**config.mk**
```make
export PLATFORM = sky130hd
export DESIGN_NAME = page_stream_tx_flat
export DESIGN_NICKNAME = d
export VERILOG_FILES = /design/src/rtl/page_pkg.sv /design/src/rtl/page_stream_tx_if.sv /design/src/rtl/page_counter64.sv /design/src/rtl/page_stream_tx.sv /design/src/flat_wrapper.sv
export SDC_FILE = /design/constraint.sdc
export NUM_CORES = 2
export LEC_CHECK = 0
export ABC_AREA = 1
export CAP_MARGIN = 20
export CORE_AREA = 2 2 644 646
export DETAILED_ROUTE_END_ITERATION = 6
export DIE_AREA = 0 0 646 648
export SYNTH_ARGS = -nofsm -noshare
export SYNTH_HDL_FRONTEND = slang
export SYNTH_SLANG_ARGS = --single-unit
```
**constraint.sdc**
```tcl
create_clock -name clk -period 4.1 [get_ports clk]
set_input_delay 0.82 -clock clk [delete_from_list [all_inputs] [get_ports clk]]
set_output_delay 0.82 -clock clk [all_outputs]
set_load 0.01 [all_outputs]
```
**src/rtl/page_pkg.sv**
```systemverilog
// Shared constants and types for the page streamer: page geometry, FSM encoding and
// the lane-major layout of the captured state (lane l occupies bits [LANE_W*l +: LANE_W]).
package page_pkg;

  localparam int unsigned NUM_PAGES = 64;
  localparam int unsigned PAGE_W    = 25;
  localparam int unsigned IDX_W     = 6;

  // Lane-to-page mapping: page z, bit l is bit (LANE_W*l + z) of the state vector.
  localparam int unsigned LANE_W    = NUM_PAGES;

  localparam logic [IDX_W-1:0] LAST_IDX = IDX_W'(NUM_PAGES - 1);

  typedef enum logic [2:0] {
    StIdle,
    StLoad,
    StPreroll,
    StSend,
    StDone
  } state_e;

endpackage

```
**src/rtl/page_stream_tx_if.sv**
```systemverilog
// Output handshake bundle of the page streamer: one page per beat, valid/ready flow control.
interface page_stream_tx_if;
  import page_pkg::*;

  logic              out_valid;
  logic              out_ready;
  logic [PAGE_W-1:0] out_page;
  logic [IDX_W-1:0]  out_index;
  logic              out_last;

  modport master (
    output out_valid,
    output out_page,
    output out_index,
    output out_last,
    input  out_ready
  );

  modport slave (
    input  out_valid,
    input  out_page,
    input  out_index,
    input  out_last,
    output out_ready
  );

endinterface

```
**src/rtl/page_counter64.sv**
```systemverilog
// Six-bit page counter with synchronous clear and increment enable; wraps 63 -> 0.
module page_counter64 (
  input  logic       clk,
  input  logic       rst,
  input  logic       clr_i,
  input  logic       en_i,
  output logic [5:0] count_o
);

  logic [5:0] count_q, count_d;

  always_comb begin
    count_d = count_q;
    if (clr_i) begin
      count_d = '0;
    end else if (en_i) begin
      count_d = count_q + 6'd1;
    end
  end

  always_ff @(posedge clk) begin
    if (rst) begin
      count_q <= '0;
    end else begin
      count_q <= count_d;
    end
  end

  assign count_o = count_q;

endmodule

```
**src/rtl/page_stream_tx.sv**
```systemverilog
// Captures a 1600-bit state and streams it out as 64 slices of 25 bits over valid/ready.
// Optional macro PAGE_STREAM_PREROLL_EN prepends a copy of slice 63 before slice 0.
module page_stream_tx #(
  parameter int unsigned NUM_PAGES = page_pkg::NUM_PAGES,
  parameter int unsigned PAGE_W    = page_pkg::PAGE_W
) (
  input  logic                        clk,
  input  logic                        rst,
  input  logic                        start,
  input  logic [PAGE_W*NUM_PAGES-1:0] state_in,
  page_stream_tx_if.master            tx,
  output logic                        busy,
  output logic                        done
);
  import page_pkg::*;

  state_e state_q, state_d;
  logic [PAGE_W*NUM_PAGES-1:0] buf_q, buf_d;

  logic       cnt_clr, cnt_en;
  logic [5:0] cnt;
  logic [5:0] sel_z;

  logic [NUM_PAGES-1:0] lanes [PAGE_W];
  logic [PAGE_W-1:0]    cur_page;

  logic              valid;
  logic [PAGE_W-1:0] page;
  logic [5:0]        index;
  logic              last;

  page_counter64 u_counter (
    .clk     (clk),
    .rst     (rst),
    .clr_i   (cnt_clr),
    .en_i    (cnt_en),
    .count_o (cnt)
  );

  // Preroll replays the top slice so the consumer already holds z=63 when z=0 arrives.
  assign sel_z = (state_q == StPreroll) ? LAST_IDX : cnt;

  for (genvar g = 0; g < PAGE_W; g++) begin : gen_lane
    assign lanes[g]    = buf_q[g*NUM_PAGES +: NUM_PAGES];
    assign cur_page[g] = lanes[g][sel_z];
  end

  always_comb begin
    state_d = state_q;
    buf_d   = buf_q;
    cnt_clr = 1'b0;
    cnt_en  = 1'b0;
    valid   = 1'b0;
    page    = '0;
    index   = '0;
    last    = 1'b0;
    done    = 1'b0;
    busy    = (state_q != StIdle);

    case (state_q)
      StIdle: begin
        if (start) begin
          buf_d   = state_in;
          state_d = StLoad;
        end
      end
      StLoad: begin
        cnt_clr = 1'b1;
`ifdef PAGE_STREAM_PREROLL_EN
        state_d = StPreroll;
`else
        state_d = StSend;
`endif
      end
`ifdef PAGE_STREAM_PREROLL_EN
      StPreroll: begin
        valid = 1'b1;
        page  = cur_page;
        index = LAST_IDX;
        if (tx.out_ready) begin
          state_d = StSend;
        end
      end
`endif
      StSend: begin
        valid = 1'b1;
        page  = cur_page;
        index = cnt;
        last  = (cnt == LAST_IDX);
        if (tx.out_ready) begin
          cnt_en = 1'b1;
          if (last) begin
            state_d = StDone;
          end
        end
      end
      StDone: begin
        done    = 1'b1;
        state_d = StIdle;
      end
      default: begin
        state_d = StIdle;
      end
    endcase
  end

  always_ff @(posedge clk) begin
    if (rst) begin
      state_q <= StIdle;
      buf_q   <= '0;
    end else begin
      state_q <= state_d;
      buf_q   <= buf_d;
    end
  end

  assign tx.out_valid = valid;
  assign tx.out_page  = page;
  assign tx.out_index = index;
  assign tx.out_last  = last;

endmodule

```
**src/flat_wrapper.sv**
```systemverilog
// flat-port wrapper written by rule: the top's interface ports become plain ports
module page_stream_tx_flat import page_pkg::*;
#(
  parameter int unsigned NUM_PAGES = page_pkg::NUM_PAGES,
  parameter int unsigned PAGE_W    = page_pkg::PAGE_W
)
  (clk, rst, start, state_in, busy, done, tx_out_valid, tx_out_page, tx_out_index, tx_out_last, tx_out_ready);
  page_stream_tx_if tx_i ();
  input  logic clk;
  input  logic rst;
  input  logic start;
  input  logic [PAGE_W*NUM_PAGES-1:0] state_in;
  output logic busy;
  output logic done;
  output wire logic [$bits(tx_i.out_valid)-1:0] tx_out_valid;
  output wire logic [$bits(tx_i.out_page)-1:0] tx_out_page;
  output wire logic [$bits(tx_i.out_index)-1:0] tx_out_index;
  output wire logic [$bits(tx_i.out_last)-1:0] tx_out_last;
  input wire logic [$bits(tx_i.out_ready)-1:0] tx_out_ready;
  assign tx_out_valid = tx_i.out_valid;
  assign tx_out_page = tx_i.out_page;
  assign tx_out_index = tx_i.out_index;
  assign tx_out_last = tx_i.out_last;
  assign tx_i.out_ready = tx_out_ready;
  page_stream_tx #(.NUM_PAGES(NUM_PAGES), .PAGE_W(PAGE_W)) u_core (.clk(clk), .rst(rst), .start(start), .state_in(state_in), .tx(tx_i), .busy(busy), .done(done));
endmodule
```
---- Yosys cells after proc, flatten, opt, wreduce, memory -nomap -nowiden ----
Cells that the tools add are included.
cells by class
  multiplexer cells ....................... 63
  magnitude comparators ................... 1
  add/subtract/negate cells ............... 1
  equal/unequal tests ..................... 8
  reduce and logical (&&, ||, !) cells .... 5
operators by type and width
  cell                   number
  $bmux W1 S6            25
  $mux W1                31
  $mux W25               1
  $mux W6                2
  $mux W3                3
  $pmux W3 S3            1
  $lt A6 B7 Y1 const B   1
  $add A6 B1 Y6 const B  1
  $eq A3 B2 Y1 const B   2
  $eq A6 B6 Y1 const B   1
  $ne A2 B2 Y1 const B   2
  $eq A3 B1 Y1 const B   1
  $eq A3 B3 Y1 const B   1
  $logic_not A3 Y1       1
  $reduce_and A3 Y1      1
  $reduce_bool A3 Y1     1
  $ne A2 B1 Y1 const B   1
  $reduce_and A2 Y1      1
  $reduce_or A2 Y1       1
storage, ports and cells
  register bits after elaboration ......... 1609
  input port bits ......................... 1604
  logic and storage cells ................. 81

---- Depth between registers and ports, before layout ----
  word-level depth ........................ 5
  depth in mapped cells ................... 14

---- Cells and area by module ----
From an unflattened synthesis, not the netlist that was laid out.
second synthesis, totals
  cells, all modules ...................... 10797
  area total of the unflattened synthesis .. 75627.5 um2
modules (own cells, without submodules)
  module          area an instance (um2)  cells an instance  instances  seq. area each (um2)
  page_stream_tx  75362.3                 10761              1          32090.8
  page_counter64  265.3                   36                 1          120.1

---- Worst setup path after synthesis ----
No wires, ideal clock.
  path kind ............................... register to output
  start ................................... register u_core.state_q[2]
  end ..................................... output tx_out_page[16]
  slack ................................... 1537 ps
  arrival ................................. 1743 ps
  stages on the path, launching flop included .. 15
  data required time ...................... 3280 ps
  cell sequence ........................... dfxtp_1 > nor2_4 > nand2_4 > nand2_2 > buf_6 > buf_4 > buf_2 > nand2_1 > nand3_1 > nand3_1 > nand3_1 > nand3_1 > nand3_1 > nand2_1 > nor2_1
on the way
  word-level cells in the longest chain between the ends .. 5
  elaborated cells between the ends (all ways) .. 6
RTL lines
  item                           line                   text
  from (decl)                    page_stream_tx.sv:17   state_e state_q, state_d;
  from (signal assigned)         page_stream_tx.sv:109  state_q <= StIdle;
  from (signal assigned)         page_stream_tx.sv:112  state_q <= state_d;
  $eq A3 B2 Y1                   page_stream_tx.sv:41   assign sel_z = (state_q == StPreroll) ? LAST_IDX : cnt;
  $mux W6                        page_stream_tx.sv:41
  $bmux W1 S6                    page_stream_tx.sv:45   assign cur_page[g] = lanes[g][sel_z];
  $mux W1 (implied by the code)  page_stream_tx.sv:45
  $mux W25 *                     page_stream_tx.sv:60   case (state_q)
  to (decl)                      flat_wrapper.sv:16     output wire logic [$bits(tx_i.out_page)-1:0] tx_out_page;
Every way passes the cells marked *; elsewhere a longest branch is shown, timed or not. The select of a mux whose other input is x is not followed.

---- Worst setup path in the final report ----
  start ................................... register u_core.state_q[0]
  end ..................................... output tx_out_page[23]
Same word-level chain as after synthesis.

==> flow_metrics.py <==
metrics = {
    "run_status": {
        "outcome": "complete, but fails checks",
        "failed_checks": "DRC, setup timing",
    },
    "final_layout": {
        "stdcell_area_mm2": 0.111,
        "nets": 13800,
        "n_fill_cell": 45000,
        "area_growth_pct": 51.0,
        "drive_above_1_share_pct": 11.4,
    },
    "critical_path": {
        "crit_chain": "nor2_4 > buf_4 > nand2_8 > nand2_8 > buf_12 > buf_12 > buf_12 > nand3_1 > nand3_1 > nand3_1 > nand3_1 > nand2_1 > nor2_4 > nor2_4 > buf_12",
        "path_delay_family": "simple AND/OR/NAND/NOR gates",
        "slowest_stage": "dfxtp_4",
        "worst_r2r_path_depth": 8,
        "worst-setup-path-type": "flip-flop to output port",
        "slowest_delay_ps": 360,
        "crit_buf_inv": 5,
        "critPathRequiredTime_ps": 3280,
        "critPathArrivalTime_ps": 3770,
        "crit_fanout": 39,
        "regToRegSetupSlack_ps": 880,
        "worst_r2r_endpoint": "u_core.buf_q[560]$_SDFFE_PP0P_",
        "startpoint_type": "flip-flop",
        "rr_startpoint": "u_core.state_q[1]$_SDFFE_PP0P_",
        "endpoint_kind": "output port",
    },
    "clock_tree": {
        "clk_pin_slew_worst_paths_ps": 60,
        "cts_tree": "built",
        "cts_root_buffer": "clkbuf_16",
        "clkLatencyLatePin_ps": 890,
        "clockBufferDepth": 4,
        "cts_inserted_buffers": 189,
        "ctsHoldBuffers": 0,
        "cts_num_sinks": 1609,
        "htree_levels": 4,
    },
    "global_routing": {
        "track_usage_pct": 19.1,
        "grt_pass1_wl_um": 568000,
        "grt-ovfl-total": 0,
        "grt_max_degree": 204,
        "grt_pass1_vias": 74700,
        "antenna_found_initial": 127,
    },
    "floorplanning": {
        "fp.dieH_um": 648,
        "core_mm2": 0.412,
        "start_util_pct": 17.8,
        "io_pins": 1639,
        "die_x_um": 646,
        "rows": 236,
        "die-area_mm2": 0.419,
    },
    "synthesis": {
        "syn_area_per_cell_um2": 6.87,
        "synth_most_common_cell": "nand3_1",
        "synth_top_area_share_pct": 43.9,
        "ys_warn_count": 0,
        "synthFlopType": "dfxtp_1",
        "synth.cell_area_mm2": 0.0734,
        "synth_area_leaders": "dfxtp_1, nand3_1, a21oi_1, o21ai_0, inv_1",
        "synth_fp_nets": 12300,
        "synth.ff_latch_count": 1609,
        "yosys.area.top_type": "dfxtp_1",
        "synth_edf_count": 0,
        "async_reset_ff_share_pct": 0,
        "ys_seq_area_share_pct": 43.9,
        "synth.top_cells.by_count": "nand3_1, a21oi_1, o21ai_0, inv_1, dfxtp_1",
        "syn_inst": 10700,
        "synth_cell_types": 24,
    },
    "power_and_ir_drop": {
        "powerDensity_mw_per_mm2": 427,
        "power.net_switching_uw": 15200,
        "seqPwrFrac_pct": 38.7,
        "p_sw_share_pct": 32.1,
        "leakage_uw": 0.0413,
        "comb_power_share_pct": 23.7,
        "ir_drop_v": 0.000360,
        "clkPwrFrac_pct": 37.7,
        "p_int_uw": 32100,
    },
    "placed_design": {
        "dp_hpwl_um": 322000,
        "io_buffers": 1638,
        "gp_congestion": 0.916,
        "dpl_worst_slack_ps": -745,
        "post_dp_cell_area_mm2": 0.0986,
    },
    "drt": {
        "ant_nets": 0,
        "drt_first_pass_iters": 7,
        "viasPerCell": 4.49,
        "wl_per_cell_um": 23.9,
        "drc": 4,
        "drtIter0Drc": 7981,
        "vias": 80500,
        "drt_wl_total_um": 428000,
    },
    "sta": {
        "setup_viol": 25,
        "setup_slack_ps": -494,
        "hold_viol": 0,
        "worstMarginPinSlew_ps": 1000,
        "fmax_mhz": 218,
        "holdWs_ps": 442,
        "maxSlewHeadroom_pct": 33.0,
        "finalCritPeriodShare_pct": 112,
        "finClkSkew_ps": 57.0,
        "fin_tns_setup_ps": -8800,
        "rsz0062_at_grt": "true",
        "drv_slew": 0,
        "min_period_ps": 4590,
    },
    "min_path": {
        "hold_path_class": "flip-flop to flip-flop",
        "min_to": "u_core.buf_q[1526]$_SDFFE_PP0P_",
        "min_from": "u_core.buf_q[1526]$_SDFFE_PP0P_",
        "holdPathStages": 2,
    },
    "run": {
        "maxCapViolCount": 0,
    },
}
## per-stage QoR
step	instances	power, uW	utilization (%)
finish	17900	47300	26.9
detailed placement	17400	28700	23.9
global route	17900	49300	26.9
CTS	17800	47300	26.3
floorplan	10700	23000	-
global placement	17400	28600	23.9
## power by group through the flow
stage	logic (uW)	clock network (uW)	registers [uW]
2_1_floorplan	4840	0	18200
3_3_place_gp	10000	0	18600
3_5_place_dp	10100	0	18600
4_1_cts	10900	18200	18300
5_1_grt	12200	18700	18400
6_report	11200	17800	18300
## state kept, by name (all words and copies together) (netlist names)
signal,count
u_core.state_q,3
u_core.u_counter.count_o,6
u_core.buf_q,1600
## cells in the final DEF (no fill, tap or decap), types with 7 or more instances in the layout
cell type	instances
o211ai_1	49
nor2_4	61
buf_12	162
nor2_2	36
o21ai_1	7
clkbuf_16	208
nand2_4	16
clkbuf_1	35
clkbuf_8	33
diode_2	98
clkinv_4	9
clkinv_2	29
nand2_2	40
o21ai_0	1644
inv_1	1637
nand3_1	1679
nand3_2	187
a21oi_1	1677
dfxtp_1	1605
buf_4	340
clkinvlp_4	10
nand2_1	932
clkdlybuf4s50_1	1613
nor2_1	66
nand3_4	72
buf_6	92
bufinv_16	16
buf_8	17
clkinv_16	9
buf_16	41
## worst reg2reg max path: cells and delay by family (launching register included)
family	cells	cell delay, ps
AO/OA/AOI/OAI	2	740
flip-flops	1	390
AND/OR/NAND/NOR	2	810
buffers and inverters	4	1140
## logic make-up after synthesis
family | count (synthesis) | synth area share (%)
AOI/OAI and AO/OA | 3380 | 23.2
adders and majority gates | 1 | 0.0170
buffers and inverters | 2592 | 13.7
and+or+nand+nor | 3100 | 19.2
DFF | 1609 | 43.9
## worst max-delay path by stage
stage | start | end | slack [ps] | cells after the start
after detailed placement | u_core.state_q[2]$_SDFFE_PP0P_ | tx_out_page[21] | -750 | 15
after global routing | u_core.state_q[0]$_SDFFE_PP0P_ | tx_out_page[18] | -620 | 19
after global placement | u_core.state_q[2]$_SDFFE_PP0P_ | tx_out_page[19] | -910 | 16
after CTS | u_core.state_q[0]$_SDFFE_PP0P_ | tx_out_page[13] | -760 | 17
final | u_core.state_q[0]$_SDFFE_PP0P_ | tx_out_page[23] | -490 | 15
after floorplan | u_core.state_q[2]$_SDFFE_PP0P_ | tx_out_page[16] | 1540 | 14
## repair_timing
item	in CTS	in global routing
pin swaps	53	88
endpoints found under the hold margin	0	0
cloned	19	19
resized for setup	503	276
buffers inserted	71	48
setup endpoints to repair	26	26
## layout make-up
type / count / area [um2] / share of cell area [%]
multi-input cells: 6483 / 33900 / 30.6
flip-flops and latches: 1609 / 32200 / 29.1
repair buffers: 2287 / 24900 / 22.5
well taps: 5474 / 6850 / 6.18
inverters: 1646 / 6230 / 5.62
clock buffers: 257 / 5320 / 4.80
clock inverters: 82 / 1160 / 1.05
diodes: 98 / 245 / 0.221
## routing by layer
layer,vias to the layer above,track usage (%),routed length [um]
met4,38,8.91,20300
met3,729,3.30,29400
met1,38000,24.2,178000
met5,-,0,251
li1,38400,-,-
met2,3377,31.5,201000
(Power assumes the default switching activity.)
